--- config.mk ---
export PLATFORM = sky130hd
export DESIGN_NAME = player_move_ctrl
export DESIGN_NICKNAME = d
export VERILOG_FILES = /design/src/rtl/move_pkg.sv /design/src/rtl/move_rate_timer.sv /design/src/rtl/player_move_ctrl.sv
export SDC_FILE = /design/constraint.sdc
export NUM_CORES = 1
export LEC_CHECK = 0
export CAP_MARGIN = 20
export CORE_AREA = 2 2 76 78
export CTS_CLUSTER_SIZE = 20
export DETAILED_ROUTE_END_ITERATION = 10
export DIE_AREA = 0 0 78 80
export GPL_TIMING_DRIVEN = 0
export PLACE_DENSITY = 0.81
export SLEW_MARGIN = 25
export SYNTH_ARGS = -nofsm -noshare
export SYNTH_HDL_FRONTEND = slang
export SYNTH_HIERARCHICAL = 1
export SYNTH_SLANG_ARGS = --single-unit
--- constraint.sdc ---
create_clock -name clk -period 4.7 [get_ports clk]
set_clock_uncertainty 0.2 [all_clocks]
set_input_delay 0.705 -clock clk [delete_from_list [all_inputs] [get_ports clk]]
set_output_delay 0.705 -clock clk [all_outputs]
set_load 0.005 [all_outputs]
--- src/rtl/move_pkg.sv ---
// Shared move codes, grid limits and controller state encoding for the player movement path.
package move_pkg;

  localparam logic [2:0] MOVE_NONE  = 3'b000;
  localparam logic [2:0] MOVE_UP    = 3'b001;
  localparam logic [2:0] MOVE_LEFT  = 3'b010;
  localparam logic [2:0] MOVE_DOWN  = 3'b011;
  localparam logic [2:0] MOVE_RIGHT = 3'b100;

  localparam int unsigned GRID_COLS = 20;
  localparam int unsigned GRID_ROWS = 15;

  // Wide enough for the 4 steps/s cooldown at 50 MHz.
  localparam int unsigned CntW = 32;

  typedef enum logic [1:0] {
    IDLE,
    REQ,
    COOL
  } state_e;

endpackage

--- src/rtl/move_rate_timer.sv ---
// Loadable down-counter; done_o is high while the count sits at zero.
module move_rate_timer
  import move_pkg::*;
#(
  parameter int unsigned Width = CntW
) (
  input  logic             clk_i,
  input  logic             rst_i,
  input  logic             clear_i,
  input  logic             load_i,
  input  logic [Width-1:0] load_val_i,
  output logic             done_o
);

  logic [Width-1:0] cnt_q, cnt_d;

  always_ff @(posedge clk_i or posedge rst_i) begin
    if (rst_i) begin
      cnt_q <= '0;
    end else begin
      cnt_q <= cnt_d;
    end
  end

  always_comb begin
    cnt_d = cnt_q;
    if (clear_i) begin
      cnt_d = '0;
    end else if (load_i) begin
      cnt_d = load_val_i;
    end else if (cnt_q != '0) begin
      cnt_d = cnt_q - 1'b1;
    end
  end

  assign done_o = (cnt_q == '0);

endmodule

--- src/rtl/player_move_ctrl.sv ---
// Turns held direction keys into rate-limited single-step requests to the collision checker
// and owns the player position registers.
module player_move_ctrl
  import move_pkg::*;
#(
  parameter int unsigned START_X     = 1,
  parameter int unsigned START_Y     = 2,
  parameter int unsigned COLS        = GRID_COLS,
  parameter int unsigned ROWS        = GRID_ROWS,
  parameter int unsigned SETTLE      = 2,
  parameter int unsigned MOVE_PERIOD = 12500000
) (
  input  logic       clk,
  input  logic       reset,
  input  logic       key_up,
  input  logic       key_down,
  input  logic       key_left,
  input  logic       key_right,
  input  logic [2:0] map,
  input  logic [5:0] new_x_pos,
  input  logic [5:0] new_y_pos,
  output logic [2:0] move,
  output logic [5:0] current_x_pos,
  output logic [5:0] current_y_pos,
  output logic       moved,
  output logic       blocked,
  output logic       busy
);

  localparam logic [5:0]      StartX   = 6'(START_X);
  localparam logic [5:0]      StartY   = 6'(START_Y);
  localparam logic [CntW-1:0] SettleLd = CntW'(SETTLE - 1);
  localparam logic [CntW-1:0] CoolLd   = CntW'(MOVE_PERIOD - 1);

  state_e          state_q, state_d;
  logic [2:0]      dir_q, dir_d;
  logic [5:0]      x_q, x_d;
  logic [5:0]      y_q, y_d;
  logic            moved_q, moved_d;
  logic            blocked_q, blocked_d;
  logic [2:0]      map_q;
  logic            map_vld_q;

  logic [2:0]      key_dir;
  logic            map_chg;
  logic            in_bounds;
  logic            changed;
  logic            tmr_clear;
  logic            tmr_load;
  logic [CntW-1:0] tmr_val;
  logic            tmr_done;

  move_rate_timer #(
    .Width (CntW)
  ) u_timer (
    .clk_i      (clk),
    .rst_i      (reset),
    .clear_i    (tmr_clear),
    .load_i     (tmr_load),
    .load_val_i (tmr_val),
    .done_o     (tmr_done)
  );

  always_comb begin
    if (key_up) begin
      key_dir = MOVE_UP;
    end else if (key_down) begin
      key_dir = MOVE_DOWN;
    end else if (key_left) begin
      key_dir = MOVE_LEFT;
    end else if (key_right) begin
      key_dir = MOVE_RIGHT;
    end else begin
      key_dir = MOVE_NONE;
    end
  end

  // map_q holds no valid history until the first clock after reset.
  assign map_chg   = map_vld_q && (map != map_q);
  assign in_bounds = (32'(new_x_pos) < COLS) && (32'(new_y_pos) < ROWS);
  assign changed   = (new_x_pos != x_q) || (new_y_pos != y_q);

  always_comb begin
    state_d   = state_q;
    dir_d     = dir_q;
    x_d       = x_q;
    y_d       = y_q;
    moved_d   = 1'b0;
    blocked_d = 1'b0;
    tmr_clear = 1'b0;
    tmr_load  = 1'b0;
    tmr_val   = SettleLd;
    if (map_chg) begin
      state_d   = IDLE;
      x_d       = StartX;
      y_d       = StartY;
      tmr_clear = 1'b1;
    end else begin
      unique case (state_q)
        IDLE: begin
          if (key_dir != MOVE_NONE) begin
            dir_d    = key_dir;
            tmr_load = 1'b1;
            tmr_val  = SettleLd;
            state_d  = REQ;
          end
        end
        REQ: begin
          if (tmr_done) begin
            if (in_bounds) begin
              x_d = new_x_pos;
              y_d = new_y_pos;
            end
            moved_d   = in_bounds && changed;
            blocked_d = !(in_bounds && changed);
            tmr_load  = 1'b1;
            tmr_val   = CoolLd;
            state_d   = COOL;
          end
        end
        COOL: begin
          if (tmr_done) begin
            state_d = IDLE;
          end
        end
        default: state_d = IDLE;
      endcase
    end
  end

  always_ff @(posedge clk or posedge reset) begin
    if (reset) begin
      state_q   <= IDLE;
      dir_q     <= MOVE_NONE;
      x_q       <= StartX;
      y_q       <= StartY;
      moved_q   <= 1'b0;
      blocked_q <= 1'b0;
      map_q     <= 3'b000;
      map_vld_q <= 1'b0;
    end else begin
      state_q   <= state_d;
      dir_q     <= dir_d;
      x_q       <= x_d;
      y_q       <= y_d;
      moved_q   <= moved_d;
      blocked_q <= blocked_d;
      map_q     <= map;
      map_vld_q <= 1'b1;
    end
  end

  assign move          = (state_q == REQ) ? dir_q : MOVE_NONE;
  assign current_x_pos = x_q;
  assign current_y_pos = y_q;
  assign moved         = moved_q;
  assign blocked       = blocked_q;
  assign busy          = (state_q != IDLE);

endmodule

==> results of run 1 <==
layout make-up:
type | instances | area [um^2] | share of cell area
flip-flops and latches | 55 | 1379 | 0.3619
clock inverters | 3 | 22.52 | 0.005911
clock buffers | 5 | 68.82 | 0.01806
well taps | 72 | 90.09 | 0.02365
plain buffers | 14 | 107.6 | 0.02824
inverters | 8 | 30.03 | 0.007882
multi-input cells | 257 | 1732 | 0.4545
repair buffers | 38 | 380.4 | 0.09984
cells in the mapped netlist (4+ instances only):
library cell / instances / share of area
nand2_1: 20 / 0.024
nand4_1: 5 / 0.0098
a22o_1: 7 / 0.019
and2_1: 7 / 0.014
nor4_4: 4 / 0.027
a21oi_1: 10 / 0.016
nand3_1: 4 / 0.0063
nor3_1: 17 / 0.027
nor2b_1: 4 / 0.0078
xnor2_1: 35 / 0.096
nor4_1: 11 / 0.022
inv_1: 8 / 0.0094
clkbuf_1: 5 / 0.0059
dfrtp_1: 53 / 0.42
or2_2: 4 / 0.0078
nor2_1: 39 / 0.046
o21ai_0: 4 / 0.0063
o21ai_1: 4 / 0.0063
a211oi_1: 14 / 0.033
buf_6: 4 / 0.014
state kept, by name, summed over array words and instances (netlist names):
signal / count
current_y_pos: 6
moved: 1
blocked: 1
current_x_pos: 6
dir_q: 3
map_vld_q: 1
u_timer/cnt_q: 32
state_q: 2
map_q: 3
through the flow:
step / cells / power [uW] / utilization
floorplan: 334 / 1122 / -
global placement: 444 / 1252 / 0.6880
detailed placement: 444 / 1273 / 0.6880
CTS: 452 / 1548 / 0.7049
global route: 452 / 1636 / 0.7049
finish: 452 / 1547 / 0.7049
worst reg2reg max path, stage by stage (launching register included):
cell and delay, ps:
dfrtp_1 430, nor4_1 650, nand2_2 320, nor4_4 540, nand3b_4 150, o22ai_1 230, clkbuf_1 410, clkbuf_1 410
nor2_1 100, a21oi_1 130, nor2_1 50
logic make-up after synthesis:
logic type                 Yosys count  share of synthesized area
DFF                                 55                     0.4325
adders and majority gates            1                   0.003924
AOI/OAI and AO/OA                   61                     0.1421
buffers and inverters               22                    0.04317
xor gates and xnor gates            38                     0.1044
and+or+nand+nor                    136                     0.2622
other                                2                   0.002356
muxes                                3                   0.009420
report_power, final:
part           switching [uW]  total (uW)  leakage [uW]  internal (uW)
registers                83.3         631      0.000721            547
logic                     366         642      0.000803            276
clock network             166         274     0.0000485            107
worst paths after layout:
path	slack, ps	start	end
max in group asynchronous	3050	reset	dir_q[1]$_DFFE_PP0P_
min	290	current_x_pos[0]$_DFFE_PP1P_	current_x_pos[0]$_DFFE_PP1P_
min in group asynchronous	620	reset	u_timer/cnt_q[14]$_DFFE_PP0P_
max	970	u_timer/cnt_q[15]$_DFFE_PP0P_	u_timer/cnt_q[2]$_DFFE_PP0P_
max reg2reg	970	u_timer/cnt_q[15]$_DFFE_PP0P_	u_timer/cnt_q[2]$_DFFE_PP0P_
min reg2reg	290	current_x_pos[0]$_DFFE_PP1P_	current_x_pos[0]$_DFFE_PP1P_
per-layer routing:
layer	wire (um)	vias to the layer above
met2	3622	67
met3	266	13
met1	3149	1282
met4	114	0
met5	0	-
li1	-	1241
cells in the final DEF (no fill, tap or decap), drive strengths merged, types with 2 or more instances in the layout:
cell           Yosys  layout
clkbuf             5      10
nand3b             2       2
a221o              2       2
o31ai              2       2
a211oi            16      16
a31oi              3       3
o311ai             2       2
o211a              2       2
or3                3       3
nand2             21      21
clkinv             0       2
or4                2       2
nor4              16      16
nor3              18      18
buf                8       8
xor2               3       3
xnor2             35      35
a311oi             2       2
conb               2      18
mux2i              3       3
o21a               2       2
a22o               7       7
a21oi             10      10
nor2b              5       5
nand2b             3       3
dfstp              2       2
nor2              41      41
and2               7       7
nand4              6       6
o21ai              8       8
dfrtp             53      53
nand4b             2       2
inv                8       9
or2                5       5
nand3              4       4
clkdlybuf4s50      0      38
==> flow_metrics.env, run 1 <==
export IMPL_outcome="complete, no violations"
export IMPL_finalMaxSlewViolations=0
export IMPL_grt_max_degree=33
export IMPL_hold_class="reg -> reg"
export IMPL_first_iter_violations=113
export IMPL_endpoint_kind="register"
export IMPL_grtUsageMet2=0.4276
export IMPL_fin_crit_ps=3733
export IMPL_core_um2=5405
export IMPL_synth_cell_type_count=60
export IMPL_gpl_final_weighted_congestion=0.8104
export IMPL_synth_edf_count=0
export IMPL_grt_pass1_vias=2631
export IMPL_setup_violations=0
export IMPL_path_clk_slew_ps=110
export IMPL_crit_path_top_delay_cell="nor4_1"
export IMPL_grt_pass1_wl_um=12120
export IMPL_dp_hpwl_um=5124
export IMPL_post_cts_buffers=0
export IMPL_routed_wirelength_um=7152
export IMPL_worstPathCellList="nor4_1 -> nand2_2 -> nor4_4 -> nand3b_4 -> o22ai_1 -> clkbuf_1 -> clkbuf_1 -> nor2_1 -> a21oi_1 -> nor2_1"
export IMPL_crit_type="reg -> reg"
export IMPL_die_w_um=78
export IMPL_ys_ff_latch=55
export IMPL_ys_seq_area_frac=0.4325
export IMPL_ir_drop_mv=0.2080
export IMPL_hold_depth=2
export IMPL_wl_per_cell_um=15.82
export IMPL_first_pass_iters=4
export IMPL_period_share=0.7943
export IMPL_ant_nets=0
export IMPL_hold_buffers=0
export IMPL_worst_slack_ps=966.7
export IMPL_clk_path_buf_depth=2
export IMPL_num_nets_final=401
export IMPL_route_detailed_drc=0
export IMPL_rows=27
export IMPL_finalSetupTns_ps=0
export IMPL_whs_ps=286.8
export IMPL_insertion_delay_ps=310
export IMPL_p_leak_uw=0.001572
export IMPL_tightest_slew_ps=865.8
export IMPL_maxCapViolCount=0
export IMPL_slew_headroom=0.4222
export IMPL_top_level_ports=39
export IMPL_critical_path_buf_inv_count=2
export IMPL_ctsHtreeMaxLevel=2
export IMPL_antenna_found_initial=0
export IMPL_io_buffers=38
export IMPL_synth_async_reset_ratio=1.000
export IMPL_final_area_um2=3810
export IMPL_die_y_um=80
export IMPL_layout_drive_gt1_share=0.1158
export IMPL_root_buffer="clkbuf_8"
export IMPL_grt_use_met1=0.2956
export IMPL_start_kind="register"
export IMPL_n_fill_cell=434
export IMPL_grt_busiest_layer="met2"
export IMPL_cts_sinks=55
export IMPL_critPathRequiredTime_ps=4700
export IMPL_p_per_area_nw_per_um2=406.0
export IMPL_areaGrowthSynthToFinish_pct=19.51
export IMPL_pre_cts_slack_ps=957.7
export IMPL_cts_tree="built"
export IMPL_grtUsageMet3=0.04638
export IMPL_yosys_warnings=6
export IMPL_viasPerCell=5.759
export IMPL_path_max_fanout=10
export IMPL_crit_arrival_ps=3740
export IMPL_start_util=0.5898
export IMPL_syn_area_per_cell_um2=10.03
export IMPL_dieArea_um2=6240
export IMPL_overflow=0
export IMPL_rsz0062_at_grt="false"
export IMPL_hold_violations=0
export IMPL_synth_ff_type="dfrtp_1"
export IMPL_cts_resized=0
export IMPL_numCtsBuffers=5
export IMPL_worstSetupPathDepth=10
export IMPL_synth_cells=318
export IMPL_n_antenna_cell=0
export IMPL_rr_worst_depth=10
export IMPL_max_freq_ghz=0.2679
export IMPL_cp_top_family="simple AND/OR/NAND/NOR gates"
export IMPL_max_stage_delay_ps=650
export IMPL_syn_area_um2=3188
export IMPL_placed_cell_area_um2=3719
export IMPL_grt_util_all_layers=0.2421
export IMPL_vias=2603
Note: power is estimated with default switching activity, not from simulation.
==> run 2: changes to the inputs <==
CORE_AREA = 2 2 83 85   (was 2 2 76 78)
DIE_AREA = 0 0 85 87   (was 0 0 78 80)
PLACE_DENSITY = 0.72   (was 0.81)
clock period = 3.26 ns   (was 4.7 ns; I/O delays follow)
==> run 2 against run 1 <==
Count of clock-buffer cells in the layout grew 1. Sequential power is 45% higher. Via count fell by 0.19%. Sequential cell count unchanged. Global-route usage shrank 3.4 points. Clock power is 38% higher. Sequential share of layout area shrank 0.96 points. Combinational power rose by 56%. Design area grew 2.7%. Utilization shrank 11 points. Maximum frequency is 20% higher. Critical path type unchanged. Routed wire length grew 0.15%.
==> flow_metrics.env, run 2 (synthesis results as in run 1) <==
export IMPL_p_leak_uw=0.001613
export IMPL_ir_drop_mv=0.3260
export IMPL_tightest_slew_ps=872.0
export IMPL_endpoint_kind="register"
export IMPL_rows=30
export IMPL_dpl_cell_count=452
export IMPL_hold_depth=1
export IMPL_grt_pass1_vias=2557
export IMPL_layout_drive_gt1_share=0.1443
export IMPL_layout_common_cells="dfrtp_1, nor2_1, clkdlybuf4s50_1"
export IMPL_finalNonFillerCells=468
export IMPL_hold_buffers=0
export IMPL_top_level_ports=39
export IMPL_dieArea_um2=7395
export IMPL_crit_arrival_ps=3120
export IMPL_n_fill_cell=580
export IMPL_slew_headroom=0.4180
export IMPL_first_pass_iters=4
export IMPL_vias=2598
export IMPL_cts_tree="built"
export IMPL_crit_type="reg -> reg"
export IMPL_grt_max_degree=33
export IMPL_start_util=0.4853
export IMPL_num_nets_final=409
export IMPL_hold_violations=0
export IMPL_final_common_cell="dfrtp_1"
export IMPL_root_buffer="clkbuf_8"
export IMPL_route_detailed_drc=0
export IMPL_first_iter_violations=174
export IMPL_rr_worst_depth=10
export IMPL_core_um2=6569
export IMPL_final_util=0.5958
export IMPL_period_share=0.9529
export IMPL_die_w_um=85
export IMPL_largest_reg_flops=32
export IMPL_clk_path_buf_depth=2
export IMPL_path_clk_slew_ps=100
export IMPL_maxCapViolCount=0
export IMPL_grt_util_all_layers=0.2076
export IMPL_cts_sinks=55
export IMPL_hold_path_startpoint="dir_q[2]$_DFFE_PP0P_"
export IMPL_r2r_start="u_timer/cnt_q[19]$_DFFE_PP0P_"
export IMPL_dp_hpwl_um=4964
export IMPL_crit_path_top_delay_cell="or4_4"
export IMPL_routed_wirelength_um=7163
export IMPL_p_total_uw=2292
export IMPL_worstHoldEndpoint="dir_q[2]$_DFFE_PP0P_"
export IMPL_wl_per_cell_um=15.31
export IMPL_max_freq_ghz=0.3219
export IMPL_p_per_area_nw_per_um2=585.8
export IMPL_ant_nets=0
export IMPL_gpl_final_weighted_congestion=0.7845
export IMPL_top_register="u_timer/cnt_q"
export IMPL_start_kind="register"
export IMPL_grt_pass1_wl_um=12430
export IMPL_fin_crit_ps=3106
export IMPL_crit_path_frequent_cell="nor2_1"
export IMPL_areaGrowthSynthToFinish_pct=22.76
export IMPL_worstPathCellList="or4_4 -> nand2b_4 -> nor4_4 -> nand3b_4 -> o22ai_4 -> clkbuf_1 -> clkbuf_2 -> nor2_1 -> a21oi_1 -> nor2_1"
export IMPL_outcome="complete, no violations"
export IMPL_finalMaxSlewViolations=0
export IMPL_final_area_um2=3914
export IMPL_max_stage_delay_ps=520
export IMPL_ctsHtreeMaxLevel=2
export IMPL_path_max_fanout=10
export IMPL_ff2ff_setup_slack_ps=150
export IMPL_placed_cell_area_um2=3729
export IMPL_antenna_found_initial=0
export IMPL_critPathRequiredTime_ps=3280
export IMPL_die_y_um=87
export IMPL_viasPerCell=5.551
export IMPL_r2r_end="u_timer/cnt_q[2]$_DFFE_PP0P_"
export IMPL_io_buffers=38
export IMPL_n_antenna_cell=0
export IMPL_overflow=0
export IMPL_setup_violations=0
export IMPL_rsz0062_at_grt="false"
export IMPL_numCtsBuffers=5
export IMPL_insertion_delay_ps=310
export IMPL_hold_class="reg -> reg"
[run 2: changes by cell type in the layout (fill, tap and decap cells not counted), sizes merged]
cell | previous run | this run
clkbuf | 10 | 11
clkinv | 2 | 1
clkinvlp | 0 | 1
inv | 9 | 8
buf | 8 | 16
[run 2: critical path, delay by kind of cell, from the launching register on]
kind,cells,cell delay [ps]
compound gates,2,290
buf+inv,2,720
flops,1,440
simple gates,6,1350
[run 2: power breakdown]
| group | total [uW] | switching [uW] | internal (uW) |
|---|---|---|---|
| Combinational | 1000 | 545 | 456 |
| Sequential | 914 | 125 | 789 |
| Clock | 378 | 227 | 151 |
| Total | 2290 | 896 | 1400 |
[run 2: worst max path at each step]
stage	from	to
floorplan	u_timer/cnt_q[29]$_DFFE_PP0P_	u_timer/cnt_q[17]$_DFFE_PP0P_
global placement	u_timer/cnt_q[15]$_DFFE_PP0P_	u_timer/cnt_q[2]$_DFFE_PP0P_
detailed placement	u_timer/cnt_q[15]$_DFFE_PP0P_	u_timer/cnt_q[2]$_DFFE_PP0P_
global route	u_timer/cnt_q[22]$_DFFE_PP0P_	u_timer/cnt_q[2]$_DFFE_PP0P_
finish	u_timer/cnt_q[19]$_DFFE_PP0P_	u_timer/cnt_q[2]$_DFFE_PP0P_
CTS	u_timer/cnt_q[29]$_DFFE_PP0P_	u_timer/cnt_q[21]$_DFFE_PP0P_
[run 2: layer usage]
layer / up-vias / global-route usage / wire length, um
met5: - / 0 / 0
met2: 67 / 0.3331 / 3347
met1: 1261 / 0.2900 / 3466
met3: 7 / 0.03697 / 273
li1: 1263 / - / -
met4: 0 / 0.05916 / 75
[run 2: per-stage QoR]
stage	setup slack, ps	hold WS (ps)	setup TNS, ps
floorplan	147.8	251.6	0
global placement	-401.8	266.1	-8460
detailed placement	-491.7	278.0	-11300
CTS	19.32	297.6	0
global route	27.63	322.0	0
finish	153.5	293.7	0
[run 2: what timing repair did]
action	in CTS	in global routing
pin swaps	3	3
resized for setup	4	5
setup endpoints to repair	32	23
setup buffers	3	6
cloned	0	0
[run 2: area by class of cell]
class / count / area, um^2 / area share
multi-input cells: 257 / 1765 / 0.4511
flip-flops and latches: 55 / 1379 / 0.3523
repair buffers: 47 / 447.9 / 0.1145
plain buffers: 13 / 106.4 / 0.02717
well taps: 80 / 100.1 / 0.02558
clock buffers: 6 / 72.57 / 0.01854
inverters: 8 / 30.03 / 0.007673
clock inverters: 2 / 12.51 / 0.003197
